## src/rtl/train_detector.sv

```systemverilog
// Track-sensor front end for the level-crossing semaphore: synchronizes and
// debounces the A/B wheel sensors, tracks a train through the section, and
// produces the train-present level, travel direction and a timeout fault.
module train_detector #(
   parameter int DEBOUNCE = 4,
   parameter int HOLD_CYC = 4,
   parameter int TIMEOUT  = 1000,
   parameter int CNT_W    = 10
) (
   input  logic       clk,
   input  logic       rst_n,
   input  logic       sens_a,
   input  logic       sens_b,
   input  logic       fault_clr,
   output logic       train,
   output logic       dir,
   output logic       fault,
   output logic [2:0] state_dbg
);

   localparam int DB_W = (DEBOUNCE > 1) ? $clog2(DEBOUNCE) : 1;
   localparam logic [DB_W-1:0]  DB_LAST   = DB_W'(DEBOUNCE - 1);
   localparam logic [CNT_W-1:0] TO_LAST   = CNT_W'(TIMEOUT - 1);
   localparam logic [CNT_W-1:0] HOLD_LAST = CNT_W'(HOLD_CYC - 1);

   typedef enum logic [2:0] {
      IDLE    = 3'd0,
      OCC_AB  = 3'd1,
      OCC_BA  = 3'd2,
      EXIT_AB = 3'd3,
      EXIT_BA = 3'd4,
      HOLD    = 3'd5,
      FAULT   = 3'd6
   } state_t;

   // index 0 = A side, index 1 = B side
   logic [1:0]      s1;
   logic [1:0]      s2;
   logic [1:0]      db;
   logic [1:0]      db_d;
   logic [DB_W-1:0] dbc [2];
   logic [1:0]      rise;

   state_t          state;
   state_t          state_nx;
   logic            dir_nx;
   logic [CNT_W-1:0] cnt;
   logic            counting;

   // two-flop synchronizer for both raw sensors
   always_ff @(posedge clk or negedge rst_n) begin
      if (!rst_n) begin
         s1 <= '0;
         s2 <= '0;
      end else begin
         s1 <= {sens_b, sens_a};
         s2 <= s1;
      end
   end

   // per-sensor debounce: accept a new level only after DEBOUNCE steady cycles
   always_ff @(posedge clk or negedge rst_n) begin
      if (!rst_n) begin
         db     <= '0;
         db_d   <= '0;
         dbc[0] <= '0;
         dbc[1] <= '0;
      end else begin
         db_d <= db;
         for (int unsigned i = 0; i < 2; i++) begin
            if (s2[i] == db[i]) begin
               dbc[i] <= '0;
            end else if (dbc[i] == DB_LAST) begin
               db[i]  <= s2[i];
               dbc[i] <= '0;
            end else begin
               dbc[i] <= dbc[i] + 1'b1;
            end
         end
      end
   end

   assign rise = db & ~db_d;

   // state register, direction register and shared timeout/hold counter
   always_ff @(posedge clk or negedge rst_n) begin
      if (!rst_n) begin
         state <= IDLE;
         dir   <= 1'b0;
         cnt   <= '0;
      end else begin
         state <= state_nx;
         dir   <= dir_nx;
         if (state_nx != state || !counting) begin
            cnt <= '0;
         end else if (cnt != '1) begin
            cnt <= cnt + 1'b1;
         end
      end
   end

   // next-state and direction decode; A wins a simultaneous entry
   always_comb begin
      state_nx = state;
      dir_nx   = dir;
      counting = 1'b0;
      case (state)
         IDLE: begin
            if (rise[0]) begin
               state_nx = OCC_AB;
               dir_nx   = 1'b0;
            end else if (rise[1]) begin
               state_nx = OCC_BA;
               dir_nx   = 1'b1;
            end
         end
         OCC_AB: begin
            counting = 1'b1;
            if (cnt == TO_LAST)   state_nx = FAULT;
            else if (rise[1])     state_nx = EXIT_AB;
         end
         OCC_BA: begin
            counting = 1'b1;
            if (cnt == TO_LAST)   state_nx = FAULT;
            else if (rise[0])     state_nx = EXIT_BA;
         end
         EXIT_AB, EXIT_BA: begin
            counting = 1'b1;
            if (cnt == TO_LAST)   state_nx = FAULT;
            else if (db == 2'b00) state_nx = HOLD;
         end
         HOLD: begin
            counting = 1'b1;
            // a following train re-occupies without ever dropping train
            if (rise[0]) begin
               state_nx = OCC_AB;
               dir_nx   = 1'b0;
            end else if (rise[1]) begin
               state_nx = OCC_BA;
               dir_nx   = 1'b1;
            end else if (cnt == HOLD_LAST) begin
               state_nx = IDLE;
            end
         end
         FAULT: begin
            if (fault_clr && db == 2'b00) state_nx = IDLE;
         end
         default: state_nx = IDLE;
      endcase
   end

   assign train     = (state != IDLE);
   assign fault     = (state == FAULT);
   assign state_dbg = state;

endmodule

```

## config.mk

```make
export PLATFORM = sky130hd
export DESIGN_NAME = train_detector
export DESIGN_NICKNAME = d
export VERILOG_FILES = /design/src/rtl/train_detector.sv
export SDC_FILE = /design/constraint.sdc
export NUM_CORES = 1
export LEC_CHECK = 0
export BUFFER_PORTS_ARGS = -buffer_cell sky130_fd_sc_hd__buf_4
export CORE_ASPECT_RATIO = 0.9
export CORE_UTILIZATION = 25
export DETAILED_ROUTE_END_ITERATION = 10
export PLACE_DENSITY_LB_ADDON = 0.3
export SLEW_MARGIN = 20
export SYNTH_ARGS = -nofsm -noshare
export SYNTH_HDL_FRONTEND = slang
export SYNTH_SLANG_ARGS = --single-unit
```

## constraint.sdc

```tcl
create_clock -name clk -period 2.8 [get_ports clk]
set_input_delay 0.56 -clock clk [delete_from_list [all_inputs] [get_ports clk]]
set_output_delay 0.56 -clock clk [all_outputs]
set_load 0.01 [all_outputs]
```

==> flow_summary.json, run 1 <==
{
  "status": "complete, no violations",
  "syn_inst": 140,
  "grt_pass1_wl_um": 4880,
  "rrSetupSlack_ps": 590,
  "clk_pin_slew_ps": 100,
  "min_path_type": "input pin to async pin",
  "globalRouteOverflowTotal": 0,
  "ys_seq_elements": 26,
  "drt_iter0_markers": 101,
  "dieArea_mm2": 0.00593,
  "setup_tns_ps": 0,
  "drive_above_1_share_pct": 16.1,
  "synth.yosys.warnings": 0,
  "cts.sinks": 26,
  "cp.required_ps": 2990,
  "finClkSkew_ps": 12.3,
  "synth_edf_count": 0,
  "cts_setup_buffers": 0,
  "grt_max_degree": 27,
  "port_buffers": 10,
  "die_width_um": 81.1,
  "root_buffer": "clkbuf_8",
  "start_util_pct": 26.3,
  "crit_fanout": 16,
  "route.vias.total": 1049,
  "cts_made_buffers": 3,
  "irDropWorstVdd_uv": 282,
  "drc": 0,
  "worst_pin_slew_ps": 462,
  "syn_nets": 148,
  "drt-vias-per-instance": 4.86,
  "synthArstFlopShare_pct": 100,
  "antenna_found_initial": 0,
  "place_ws_ps": 597,
  "n_fill_cell": 540,
  "final.setup.worst_slack_ps": 591,
  "synth_ff_type": "dfrtp_1",
  "clk_path_buf_depth": 2,
  "fmax_mhz": 453,
  "start_kind": "flop",
  "design_area_mm2": 0.00159,
  "period_minus_slack_ps": 2210,
  "dr.pass1.iters": 4,
  "placed_area_mm2": 0.00154,
  "hpwl_um": 1870,
  "rsz0062_at_grt": "false",
  "path_class": "flop to flop",
  "syn-cell-area_mm2": 0.00141,
  "final.period_utilization_pct": 78.9,
  "ctsHoldBuffers": 0,
  "wire_per_inst_um": 12.4,
  "cts_resized": 0,
  "wirelength_um": 2670,
  "nets": 158,
  "dieHeight_um": 73.2,
  "cts_tree": "built",
  "syn_area_per_cell_um2": 10.0,
  "clk_latency_ps": 280,
  "yosysUniqueCellTypes": 40,
  "gp_congestion": 0.812,
  "power.density_mw_per_mm2": 884,
  "slew_violations": 0,
  "fp-row-count": 25,
  "endpoint_kind": "flop",
  "final-setup-viol-count": 0,
  "core-area_mm2": 0.00535,
  "leakage_uw": 0.000699,
  "track_usage_pct": 10.8,
  "relSlewSlack_pct": 68.4,
  "crit_arrival_ps": 2400,
  "h-tree-depth": 1,
  "io_pins": 11,
  "syn_to_final_growth_pct": 13.2,
  "final-hold-violation-count": 0,
  "grt_pass1_vias": 1072,
  "maxCapViolCount": 0,
  "yosysSeqAreaShare_pct": 46.3,
  "antennaDiodeCount": 0,
  "final_antenna_net_count": 0
}
==> state kept, by name (all words and copies together) (netlist names) <==
register / count
db_d: 2
state_dbg: 3
dir: 1
db: 2
s1: 2
cnt: 10
s2: 2
dbc: 4
==> cells in the final DEF, fill, tap and decap left out, types with 5 or more instances in the layout <==
cell	count
dfrtp_1	26
nor2b_1	5
nand2_1	11
and3_1	5
a21oi_1	9
o21ai_0	5
nor2_1	13
nand3_1	5
buf_4	10
nand2b_1	7
==> logic make-up (layout without fill, tap and decap cells) <==
family	after synthesis	count (layout)	share of synthesized area, %
and+or+nand+nor	67	67	28.2
AOI/OAI and AO/OA	28	28	13.8
DFF	26	26	46.3
xor gates and xnor gates	6	6	3.74
buffers and inverters	6	15	2.31
muxes	4	4	3.02
adders and majority gates	3	3	2.67
==> metrics by stage <==
| stage | total power [uW] | std cells | hold WS [ps] | util [%] |
|---|---|---|---|---|
| after CTS | 1430 | 216 | 187 | 29.8 |
| final | 1410 | 216 | 172 | 29.8 |
| after detailed placement | 1180 | 212 | 338 | 28.7 |
| after global routing | 1530 | 216 | 198 | 29.8 |
| after global placement | 1170 | 212 | 334 | 28.7 |
| after floorplan | 1030 | 140 | 264 | - |
==> cells in the mapped netlist, types with 2 or more instances <==
master | instances | area share, %
a31oi_1 | 2 | 0.89
dfrtp_1 | 26 | 46
nor3_1 | 3 | 1.1
nand2b_1 | 7 | 3.1
mux2_2 | 2 | 1.6
nor2_1 | 13 | 3.5
o211ai_1 | 3 | 1.6
nor2b_1 | 5 | 2.2
nand4_1 | 2 | 0.89
and3_1 | 5 | 2.2
o21ai_0 | 5 | 1.8
or3_1 | 3 | 1.3
and2_1 | 2 | 0.89
nand2_1 | 11 | 2.9
clkbuf_1 | 2 | 0.53
nand3b_1 | 2 | 1.1
nand3_1 | 5 | 1.8
xor2_1 | 3 | 1.9
mux2i_1 | 2 | 1.4
nor3b_2 | 3 | 2.7
a21oi_1 | 9 | 3.2
ha_1 | 3 | 2.7
xnor2_1 | 3 | 1.9
buf_2 | 2 | 0.71
a21o_1 | 2 | 1.1
==> area by class of cell <==
cell class	count	area (um^2)	share of cell area [%]
multi-input cells	108	723	45.4
flip-flops and latches	26	651	40.9
inverters	1	3.75	0.236
repair buffers	10	75.1	4.72
clock buffers	4	55.1	3.46
well taps	67	83.8	5.27
==> report_power, final <==
group	internal (uW)	leakage (uW)	total, uW	switching, uW
sequential	466	0.000335	588	122
clock	126	0.0000288	245	120
combinational	266	0.000335	575	308
==> critical path, cell delays in order (launching register included) <==
cell and delay (ps):
dfrtp_1 570, or3_1 450, and3_1 180, or3_1 330, o22a_1 390, nor3b_2 210
==> layer usage <==
layer / global-route usage, % / part of all wire [%]
met5: 0 / 0
met4: 4.76 / 1.8
met3: 2.63 / 4.0
met2: 16.5 / 43
met1: 14.4 / 51
==> path summary, 6_finish.rpt <==
path,start,to,cells after the start
min reg2reg,s1[0],s2[0],0
min,rst_n,cnt[7],1
min in group clk,s1[0],s2[0],0
max in group asynchronous,rst_n,db[0],1
max,state_dbg[0],cnt[1],5
max reg2reg,state_dbg[0],cnt[1],5
Note: power is estimated with default switching activity, not from simulation.
==> inputs of run 2 (changes only) <==
clock period = 2.24 ns   (was 2.8 ns; I/O delays follow)
==> run 2 against run 1 <==
  * Flip-flop and latch count stayed put
  * Highest routed layer unchanged
  * Power is 35% higher
  * Final area is 4.4% higher
  * Setup slack worse by 420 ps
  * Via count is 0.57% higher
  * Hold slack worse by 100 ps
  * Clock skew is 9.8 ps lower
  * Utilization is 1.3 points higher
  * Wire length is 1.8% higher
  * Non-clock buffer count is 7 higher
==> flow_summary.json, run 2 (synthesized netlist as in run 1, its figures left out) <==
{
  "drc": 0,
  "wl_met1_um": 1420,
  "dieArea_mm2": 0.00593,
  "antenna_found_initial": 0,
  "path_cells": "ha_1 -> or3b_2 -> o31ai_4 -> o32ai_1 -> o22a_2 -> nor3b_2",
  "setup_tns_ps": 0,
  "antennaDiodeCount": 0,
  "finClkSkew_ps": 2.55,
  "endpoint_kind": "flop",
  "worst_pin_slew_ps": 402,
  "track_usage_pct": 10.6,
  "maxUsedRoutingLayer": "met4",
  "wirelength_um": 2720,
  "largest_register_ffs": 10,
  "top_register": "cnt",
  "globalRouteOverflowTotal": 0,
  "min_path_type": "input pin to async pin",
  "path_delay_family": "simple AND/OR/NAND/NOR gates",
  "hpwl_um": 1960,
  "crit_arrival_ps": 2270,
  "final.period_utilization_pct": 92.5,
  "fp-row-count": 25,
  "routed-wl-met2_um": 1210,
  "cts.sinks": 26,
  "layout_commonest_cell": "dfrtp_1",
  "final_antenna_net_count": 0,
  "grt_pass1_vias": 1027,
  "fin_cells": 223,
  "drive_above_1_share_pct": 20.5,
  "crit_end": "cnt[6]",
  "crit_path_max_incr_delay_ps": 490,
  "cp.depth": 6,
  "drt-vias-per-instance": 4.73,
  "clk_path_buf_depth": 2,
  "dieHeight_um": 73.2,
  "maxCapViolCount": 0,
  "irDropWorstVdd_uv": 420,
  "rr_endpoint": "cnt[6]",
  "leakage_uw": 0.000742,
  "nets": 165,
  "met3_length_um": 55,
  "final_cell_mix": "26 x dfrtp_1, 17 x buf_4, 13 x nor2_1",
  "ctsHoldBuffers": 0,
  "grt_pass1_wl_um": 4830,
  "relSlewSlack_pct": 73.1,
  "rsz0062_at_grt": "false",
  "drt_iter0_markers": 66,
  "rrSetupSlack_ps": 170,
  "core-area_mm2": 0.00535,
  "wire_per_inst_um": 12.2,
  "fmax_mhz": 483,
  "r2r-start": "cnt[0]",
  "grt_max_degree": 27,
  "port_buffers": 10,
  "final-setup-viol-count": 0,
  "cts_made_buffers": 3,
  "final-hold-violation-count": 0,
  "dr.pass1.iters": 4,
  "slew_violations": 0,
  "root_buffer": "clkbuf_8",
  "cp.buffers_inverters": 0,
  "syn_to_final_growth_pct": 18.1,
  "clk_latency_ps": 270,
  "r2r.worst_path.cells": 6,
  "status": "complete, no violations",
  "crit_path_top_delay_cell": "or3b_2",
  "clk_pin_slew_ps": 90,
  "path_class": "flop to flop",
  "route.vias.total": 1055,
  "startpoint": "cnt[0]",
  "cts_setup_buffers": 0,
  "gp_congestion": 0.764,
  "dp_cells": 219,
  "power.density_mw_per_mm2": 1150,
  "period_minus_slack_ps": 2070,
  "cts_tree": "built",
  "n_fill_cell": 539,
  "die_width_um": 81.1,
  "h-tree-depth": 1,
  "io_pins": 11,
  "cp.required_ps": 2440,
  "start_util_pct": 26.3,
  "crit_fanout": 10,
  "start_kind": "flop"
}
run 2: layer usage:
layer / vias up / GRT usage (%)
met4: 0 / 4.76
li1: 532 / -
met2: 8 / 15.8
met3: 2 / 1.88
met5: - / 0
met1: 513 / 14.8
run 2: worst reg2reg max path, cell delays in order, from the launching register on:
cell,delay [ps]
dfrtp_1,390
ha_1,230
or3b_2,490
o31ai_4,210
o32ai_1,160
o22a_2,310
nor3b_2,200
run 2: repair_timing:
action	CTS	global route
gates resized for setup	0	1
endpoints found under the hold margin	0	0
setup endpoints to repair	0	10
run 2: worst min-delay path by stage:
| stage | depth (start not counted) | start | to | slack [ps] |
|---|---|---|---|---|
| after floorplan | 0 | rst_n | cnt[0] | 150 |
| after global placement | 0 | s1[1] | s2[1] | 330 |
| after detailed placement | 0 | s1[1] | s2[1] | 340 |
| after CTS | 1 | rst_n | state_dbg[0] | 80 |
| after global routing | 1 | rst_n | state_dbg[1] | 90 |
| final | 1 | rst_n | state_dbg[0] | 70 |
run 2: cell type report:
class                      instances  area [um^2]  area share (%)
timing repair buffer              17          128            7.68
inverter                           1         3.75           0.226
clock buffer                       3         41.3            2.48
clock inverter                     1         30.0            1.81
tap                               67         83.8            5.05
multi-input combinational        108          724            43.6
sequential                        26          651            39.2
run 2: where the power goes:
group	internal [uW]	switching (uW)	leakage (uW)
sequential	583	81.8	0.000335
combinational	386	461	0.000372
clock	239	152	0.0000357
run 2: per-stage QoR:
stage | instance area [um^2] | power [uW] | utilization, % | hold slack [ps] | setup slack (ps)
5_1_grt | 1660 | 2050 | 31.1 | 87.6 | 59.6
3_5_place_dp | 1590 | 1530 | 29.7 | 336 | 66.1
6_report | 1660 | 1900 | 31.1 | 69.2 | 168
3_3_place_gp | 1590 | 1530 | 29.7 | 333 | 113
4_1_cts | 1660 | 1930 | 31.0 | 82.2 | 53.9
2_1_floorplan | 1410 | 1290 | - | 152 | 295
